### src/rtl/world_select_ctrl_if.sv
// Map-selector bus: change requests in, active-map state and status out.
interface world_select_ctrl_if #(
  parameter int NUM_MAPS = 4,
  parameter int SEL_W    = $clog2(NUM_MAPS)
);
  logic                map_change;
  logic                direct;
  logic                dir;
  logic [SEL_W-1:0]    map_select;
  logic [NUM_MAPS-1:0] map_en;
  logic [SEL_W-1:0]    map_idx;
  logic                blank;
  logic                busy;
  logic                swap_done;
  logic                sel_err;

  modport master (
    output map_change, direct, dir, map_select,
    input  map_en, map_idx, blank, busy, swap_done, sel_err
  );

  modport slave (
    input  map_change, direct, dir, map_select,
    output map_en, map_idx, blank, busy, swap_done, sel_err
  );
endinterface

### src/rtl/world_select_ctrl.sv
// World/map selector: holds one active map, switches it behind a blanking
// window so the renderer never sees a half-switched map, and queues one
// request that arrives while a switch is already in flight.
module world_select_ctrl #(
  parameter int NUM_MAPS     = 4,
  parameter int SEL_W        = $clog2(NUM_MAPS),
  parameter int BLANK_CYCLES = 16
) (
  input logic               clk,
  input logic               reset_n,
  world_select_ctrl_if.slave bus
);

  typedef enum logic [1:0] {IDLE, BLANK, SWAP} state_t;

  localparam logic [SEL_W-1:0] LAST     = SEL_W'(NUM_MAPS - 1);
  localparam logic [7:0]       CNT_LOAD = 8'(BLANK_CYCLES - 1);

  state_t              state_q, state_d;
  logic [7:0]          cnt_q, cnt_d;
  logic [SEL_W-1:0]    tgt_q, tgt_d;
  logic [SEL_W-1:0]    pend_q, pend_d;
  logic                pend_v_q, pend_v_d;
  logic [SEL_W-1:0]    idx_q, idx_d;
  logic [NUM_MAPS-1:0] en_q;
  logic                blank_q, busy_q, done_q, err_q, chg_q;
  logic                done_d;

  logic                req, sel_bad, req_ok, req_bad;
  logic [SEL_W-1:0]    cur, req_tgt, nxt;
  logic                nxt_v;

  // Request decode: edge detect, range check and target relative to the
  // effective current map (queued target if any, else the live map).
  always_comb begin
    // NOTE: every signal written here gets a default first, so no path can
    // leave one unassigned and infer a latch.
    req     = bus.map_change & ~chg_q;
    cur     = pend_v_q ? pend_q : idx_q;
    sel_bad = bus.direct & (int'(bus.map_select) >= NUM_MAPS);
    req_ok  = req & ~sel_bad;
    req_bad = req & sel_bad;
    req_tgt = bus.map_select;
    if (!bus.direct) begin
      if (!bus.dir) req_tgt = (cur == LAST)        ? '0   : cur + SEL_W'(1);
      else          req_tgt = (cur == SEL_W'(0))   ? LAST : cur - SEL_W'(1);
    end
  end

  // Transition FSM: next state, counter, target, pending slot and map index.
  always_comb begin
    state_d  = state_q;
    cnt_d    = cnt_q;
    tgt_d    = tgt_q;
    pend_d   = pend_q;
    pend_v_d = pend_v_q;
    idx_d    = idx_q;
    done_d   = 1'b0;
    nxt_v    = pend_v_q | req_ok;
    nxt      = req_ok ? req_tgt : pend_q;
    unique case (state_q)
      IDLE: begin
        if (req_ok && req_tgt != idx_q) begin
          tgt_d   = req_tgt;
          cnt_d   = CNT_LOAD;
          state_d = BLANK;
        end
      end
      BLANK: begin
        if (req_ok) begin
          pend_d   = req_tgt;
          pend_v_d = 1'b1;
        end
        if (cnt_q == 8'd0) state_d = SWAP;
        else               cnt_d   = cnt_q - 8'd1;
      end
      SWAP: begin
        // A request landing in this very cycle is newer than the queued one.
        idx_d    = tgt_q;
        done_d   = 1'b1;
        pend_v_d = 1'b0;
        if (nxt_v && nxt != tgt_q) begin
          tgt_d   = nxt;
          cnt_d   = CNT_LOAD;
          state_d = BLANK;
        end else begin
          state_d = IDLE;
        end
      end
      default: state_d = IDLE;
    endcase
  end

  // State and registered outputs; reset aborts any transition and drops
  // the queued request.
  always_ff @(posedge clk or negedge reset_n) begin
    if (!reset_n) begin
      state_q  <= IDLE;
      cnt_q    <= '0;
      tgt_q    <= '0;
      pend_q   <= '0;
      pend_v_q <= 1'b0;
      idx_q    <= '0;
      en_q     <= NUM_MAPS'(1);
      blank_q  <= 1'b0;
      busy_q   <= 1'b0;
      done_q   <= 1'b0;
      err_q    <= 1'b0;
      chg_q    <= 1'b0;
    end else begin
      // NOTE: non-blocking assignments so every flop samples pre-edge values.
      state_q  <= state_d;
      cnt_q    <= cnt_d;
      tgt_q    <= tgt_d;
      pend_q   <= pend_d;
      pend_v_q <= pend_v_d;
      idx_q    <= idx_d;
      en_q     <= NUM_MAPS'(1) << idx_d;
      blank_q  <= (state_d != IDLE);
      busy_q   <= (state_d != IDLE);
      done_q   <= done_d;
      err_q    <= req_bad;
      chg_q    <= bus.map_change;
    end
  end

  assign bus.map_en    = en_q;
  assign bus.map_idx   = idx_q;
  assign bus.blank     = blank_q;
  assign bus.busy      = busy_q;
  assign bus.swap_done = done_q;
  assign bus.sel_err   = err_q;

endmodule

### src/flat_wrapper.sv
// flat-port wrapper written by rule: the top's interface ports become plain ports
module world_select_ctrl_flat 
#(
  parameter int NUM_MAPS     = 4,
  parameter int SEL_W        = $clog2(NUM_MAPS),
  parameter int BLANK_CYCLES = 16
)
  (clk, reset_n, bus_map_change, bus_direct, bus_dir, bus_map_select, bus_map_en, bus_map_idx, bus_blank, bus_busy, bus_swap_done, bus_sel_err);
  world_select_ctrl_if #(.NUM_MAPS(NUM_MAPS), .SEL_W(SEL_W)) bus_i ();
  input logic clk;
  input logic reset_n;
  input wire logic [$bits(bus_i.map_change)-1:0] bus_map_change;
  input wire logic [$bits(bus_i.direct)-1:0] bus_direct;
  input wire logic [$bits(bus_i.dir)-1:0] bus_dir;
  input wire logic [$bits(bus_i.map_select)-1:0] bus_map_select;
  output wire logic [$bits(bus_i.map_en)-1:0] bus_map_en;
  output wire logic [$bits(bus_i.map_idx)-1:0] bus_map_idx;
  output wire logic [$bits(bus_i.blank)-1:0] bus_blank;
  output wire logic [$bits(bus_i.busy)-1:0] bus_busy;
  output wire logic [$bits(bus_i.swap_done)-1:0] bus_swap_done;
  output wire logic [$bits(bus_i.sel_err)-1:0] bus_sel_err;
  assign bus_i.map_change = bus_map_change;
  assign bus_i.direct = bus_direct;
  assign bus_i.dir = bus_dir;
  assign bus_i.map_select = bus_map_select;
  assign bus_map_en = bus_i.map_en;
  assign bus_map_idx = bus_i.map_idx;
  assign bus_blank = bus_i.blank;
  assign bus_busy = bus_i.busy;
  assign bus_swap_done = bus_i.swap_done;
  assign bus_sel_err = bus_i.sel_err;
  world_select_ctrl #(.NUM_MAPS(NUM_MAPS), .SEL_W(SEL_W), .BLANK_CYCLES(BLANK_CYCLES)) u_core (.clk(clk), .reset_n(reset_n), .bus(bus_i));
endmodule
### config.mk
export PLATFORM = sky130hd
export DESIGN_NAME = world_select_ctrl_flat
export DESIGN_NICKNAME = d
export VERILOG_FILES = /design/src/rtl/world_select_ctrl_if.sv /design/src/rtl/world_select_ctrl.sv /design/src/flat_wrapper.sv
export SDC_FILE = /design/constraint.sdc
export NUM_CORES = 1
export LEC_CHECK = 0
export ABC_AREA = 1
export ABC_CLOCK_PERIOD_IN_PS = 3000
export CAP_MARGIN = 20
export CORE_MARGIN = 1.5
export CORE_UTILIZATION = 25
export CTS_BUF_LIST = sky130_fd_sc_hd__clkbuf_16
export CTS_CLUSTER_SIZE = 24
export DETAILED_ROUTE_END_ITERATION = 16
export GPL_ROUTABILITY_DRIVEN = 0
export SLEW_MARGIN = 10
export SYNTH_ARGS = -nofsm -noshare
export SYNTH_HDL_FRONTEND = slang
export SYNTH_SLANG_ARGS = --single-unit
### constraint.sdc
create_clock -name clk -period 3 [get_ports clk]
set_input_delay 0.6 -clock clk [delete_from_list [all_inputs] [get_ports clk]]
set_output_delay 0.6 -clock clk [all_outputs]
set_load 0.05 [all_outputs]
======== Word level (Yosys, flattened, before mapping) ========
Cells that the tools add are included.
cells by class
  add/subtract/negate cells ............... 3
  eq/ne operators ......................... 9
  shifts and indexed selects .............. 1
  muxes and demuxes ....................... 21
  bitwise logic cells ..................... 3
  reductions and logical operators ........ 12
operators with widths
  cell                 number
  $mux 8               3
  $pmux 8 s3           1
  $mux 2               11
  $logic_not 8->1      1
  $sub 8x1->8 const B  1
  $ne 2x1->1 const B   3
  $pmux 2 s3           1
  $reduce_bool 2->1    3
  $eq 2x2->1 const B   2
  $logic_not 2->1      2
  $ne 2x2->1           2
  $pmux 2 s2           1
  $reduce_and 4->1     1
  $shl 1x2->4 const A  1
  $mux 1               3
  $reduce_and 3->1     1
  $reduce_bool 3->1    1
  $add 2x1->2 const B  1
  $eq 2x1->1 const B   1
  $logic_and 1x1->1    2
  $ne 2x2->1 const B   1
  $pmux 1 s2           1
  $reduce_and 2->1     1
  $sub 2x1->2 const B  1
  3 further kinds      3
word-level totals
  register bits ........................... 24
  input bits .............................. 7
  output and inout bits ................... 10
  logic and storage cells ................. 59

======== Depth between registers and ports, before layout ========
  depth in word-level cells ............... 11
  depth in mapped cells ................... 15
  gate-level depth less buffers ........... 15

======== Worst setup path after synthesis ========
No wires, ideal clock.
  path type ............................... flip-flop to flip-flop
  start point ............................. register u_core.idx_q[1], in the netlist u_core.bus.map_idx[1]
  end point ............................... register u_core.cnt_q[5]
  setup time .............................. 117 ps
  arrival time ............................ 1635 ps
  required time ........................... 2883 ps
  path slack .............................. 1249 ps
  stages on the path, launching flop included .. 14
  path buffers ............................ 0
  period minus slack after synthesis ...... 1751 ps
  path through ............................ dfrtp_1 -> nand2_2 -> nand3_1 -> nand3_1 -> nand2_2 -> nand2_4 -> nand2_2 -> nand3_2 -> nand3_2 -> nand2_2 -> nand2_4 -> nand2_4 -> nand2_1 -> nand2_1
between the ends
  longest elaborated chain between the ends .. 10
  elaborated cells on any way between the ends .. 17
  classes of those cells .................. add/sub: 2; eq/ne: 5; mux: 6; reduce/logical: 4
ends and longest elaborated chain
  element                              line                                              source
  start: declaration                   world_select_ctrl.sv:24                           logic [SEL_W-1:0] idx_q, idx_d;
  start signal: assignment             world_select_ctrl.sv:117                          idx_q <= idx_d;
  $mux 2                               world_select_ctrl.sv:39                           cur = pend_v_q ? pend_q : idx_q;
  $add 2x1->2 (tied with other cells)  world_select_ctrl.sv:45                           if (!bus.dir) req_tgt = (cur == LAST) ? '0 : cur + SEL_W'(1);
  $mux 2 (on tied branches)            world_select_ctrl.sv:45, world_select_ctrl.sv:46
  $mux 2                               world_select_ctrl.sv:45
  $mux 2                               world_select_ctrl.sv:44                           if (!bus.direct) begin
  $mux 2                               -
  $ne 2x2->1                           world_select_ctrl.sv:82                           if (nxt_v && nxt != tgt_q) begin
  $logic_and 1x1->1                    world_select_ctrl.sv:82
  $ne 2x1->1 (no line)                 -
  $reduce_and 4->1 (no line) (*)       -
  end signal: assignment               world_select_ctrl.sv:113                          cnt_q <= cnt_d;
  end: declaration                     world_select_ctrl.sv:20                           logic [7:0] cnt_q, cnt_d;
Every way passes the cells marked *; elsewhere a longest branch is shown, timed or not.
A chain may end at the register's enable or synchronous reset.

======== Worst setup path after layout ========
  start point ............................. register u_core.en_q[0], in the netlist u_core.bus.map_en[0]
  end point ............................... output port bus_map_en[0]
RTL lines
  element                   line                      source
  start: declaration        world_select_ctrl.sv:25   logic [NUM_MAPS-1:0] en_q;
  start signal: assignment  world_select_ctrl.sv:118  en_q <= NUM_MAPS'(1) << idx_d;
  end: declaration          flat_wrapper.sv:16        output wire logic [$bits(bus_i.map_en)-1:0] bus_map_en;
No word-level cell between the ends.

==> impl_results.md <==
* Switching Fraction at 0.4589
* DRT Pass-1 Iters at 4
* Post-route minimum period at 2.156 ns
* Synth warn at 0
* H-Tree Depth at 1
* GRT busiest layer: met2
* Buf/Inv on CP at 1
* Worst Tran Pin Value at 0.5005 ns
* Cell count after synthesis at 166
* Mapped Avg Cell Area at 8.110 sq um
* Vias in the first global route at 983
* Cell area after synthesis at 1346 sq um
* Top cell family by delay on the critical path: buffers and inverters
* Setup TNS Final at 0 ns
* Wire length per cell at 9.764 um
* RR Startpoint: u_core.cnt_q[0]
* Crit path required time at 2.40 ns
* Post-route ant nets at 0
* Most frequent cells in the layout: 40 x nand2_1, 23 x dfrtp_1, 20 x nand3_1
* Slew Viols, Final at 0
* Max cap viols at 0
* Hold Path Sink: u_core.cnt_q[7]
* Final Non-Filler Cells at 254
* CTS sink count at 24
* Post-Route WL at 2480 um
* Drc violations at 0
* Fill cells at 561
* #FFs+latches synth at 24
* Worst-Skew Late Latency at 0.26 ns
* Post-CTS sizing at 0
* Peak VDD IR at 331.4 uV
* Synth area leaders: dfrtp_1 43%, nand2_1 11%, nand3_1 7.4%
* Cells on worst reg2reg path at 10
* Comb power frac at 0.522
* Synth top area share at 0.4275
* Clock power frac at 0.159
* Startpoint types: flop
* Dominant cell type by area after synthesis: dfrtp_1
* RSZ-0062 raised after global routing: no
* Global-route wire length before repair at 4298 um
* CTS tree: done
* Clk buf depth at 2
* Placed cells at 250
* Clock Pin Slew Worst Setup and Hold Paths at 0.06 ns
* Fraction of layout cells with a size suffix above 1 at 0.1685
* Die footprint at 5835 sq um
* CP endpoint kind: output port
* Worst r2r dst: u_core.cnt_q[3]
* Via count at 1030
* Hold WC Path Type: flop to flop
* Crit path max fanout at 1
* GR Util met2 at 0.1339
* Die Wd at 76.39 um
* Relative slew margins at 0.6653
* Clock Tree Root: clkbuf_16
* Largest net degree at the start of global routing at 25
* Mapped Nets at 174
* Setup bufs post-CTS at 0
* Power per cell area at 1087 nW/um^2
* Multi-input combinational cell area at 654.4 sq um
* Critical Path, Cell by Cell: clkdlybuf4s50_1
* Hold Vio Cnt, Final at 0
* Met1 Use GR at 0.1256
* Leakage at 0.8069 nW
* Fin crit share at 0.7187
* Die height at 76.39 um
* Final net count at 193
* Crit path largest cell delay at 0.79 ns
* GRT Total Usage at 0.09365
* Sequential-to-total area share from yosys stat at 0.4470
* Slowest CP cell: clkdlybuf4s50_1
* Seq pwr share at 0.319
* P_int at 0.0009738 W
* Vias per cell at 4.055
* Reg area at 601.8 sq um
* Hold path depth at 2
* Sw power at 0.0008259 W
* Crit path kind: flop to output port
* Core Box Area at 5140 sq um
* Fmax at 0.4638 GHz
* Crit path DAT at 1.56 ns
* Status: complete, no violations
* WHS at 0.4918 ns
* FP Rows at 26
* Flop2flop setup slack at 1.25 ns
* Port bufs at 15
* Setup violators final at 0
* Clock Skews at 0.002500 ns
* Met3 usage at 0.02156
* Synth unique cells at 28
* DPL Wire Length at 1945 um
* Initial Util at 0.2619
* Synth-to-layout area growth at 22.96%
* Hold-fix buffers at CTS at 0
* Antenna diode count at 0
* Grt ovf at 0
* Initial antenna violation count at 0
* Drt first-iter violations at 79
* HP Start: u_core.cnt_q[7]
* Commonest non-fill, non-tap cell in the layout: nand2_1
* Num CTS Buffers at 3
* Num ports at 17
## state kept, by name (all words and copies together) (netlist names)
name	count
u_core.bus.blank	1
u_core.bus.map_en	4
u_core.bus.map_idx	2
u_core.bus.swap_done	1
u_core.chg_q	1
u_core.cnt_q	8
u_core.pend_q	2
u_core.pend_v_q	1
u_core.state_q	2
u_core.tgt_q	2
## layout make-up
cell class	count	share of cell area
tap	70	0.05291
timing repair buffer	16	0.09524
multi-input combinational	120	0.3953
sequential	24	0.3636
inverter	20	0.04535
clock buffer	3	0.04535
clock inverter	1	0.002268
## synthesized netlist by cell type
library cell	n
inv_2	3
nand3_2	4
nand4_2	1
o21ai_0	5
xnor2_1	1
or3_1	1
a21oi_2	1
nor3_1	2
buf_4	2
dfstp_2	1
nor2_4	2
ha_1	1
conb_1	1
nand4_1	1
a31oi_1	1
nand2_1	40
nand2_2	9
a21oi_1	2
nor2_1	15
inv_1	17
xor2_1	5
or2_1	1
nand3_1	20
o21ai_1	1
dfrtp_1	23
nand3_4	1
or2_2	2
nand2_4	3
## stage by stage
stage	total power [W]	util	setup WS, ns	area, sq um
global placement	0.001522	0.3067	0.6623	1577
detailed placement	0.001527	0.3067	0.6536	1577
global route	0.001951	0.3221	0.7115	1655
finish	0.001800	0.3221	0.8438	1655
floorplan	0.001304	-	1.249	1346
CTS	0.001815	0.3221	0.8341	1655
## kinds of logic (layout without fill, tap and decap cells)
group | count (synthesis) | count (layout) | share of synthesized area
adders and majority gates | 1 | 1 | 0.009292
xor gates and xnor gates | 6 | 6 | 0.03903
AOI/OAI and AO/OA | 10 | 10 | 0.04089
buffers and inverters | 22 | 40 | 0.06691
other | 1 | 1 | 0.002785
DFF | 24 | 24 | 0.4470
and+or+nand+nor | 102 | 102 | 0.3941
## how the worst max path moves through the flow
stage	start	endpoint	slack [ns]	cells after the start
final	u_core.bus.map_en[0]	bus_map_en[0]	0.84	1
after detailed placement	bus_map_change	u_core.cnt_q[1]	0.65	13
after global placement	bus_direct	u_core.cnt_q[6]	0.66	11
after global routing	bus_map_change	u_core.cnt_q[7]	0.71	13
after CTS	u_core.bus.map_en[0]	bus_map_en[0]	0.83	1
after floorplan	u_core.bus.map_idx[1]	u_core.cnt_q[5]	1.25	13
## routing by layer
metal / wire (um) / part of all wire / up-vias
li1: - / - / 560
met1: 1319 / 0.53 / 455
met2: 1017 / 0.41 / 11
met3: 81 / 0.033 / 4
met4: 61 / 0.025 / 0
met5: 0 / 0 / -
## power by group through the flow
stage | clock (W) | sequential [W] | combinational [W]
finish | 0.000286 | 0.000574 | 0.000940
global route | 0.000311 | 0.000593 | 0.00105
CTS | 0.000291 | 0.000575 | 0.000948
detailed placement | 0 | 0.000577 | 0.000949
global placement | 0 | 0.000580 | 0.000942
floorplan | 0 | 0.000695 | 0.000609
Power figures use the tool's default switching activity.
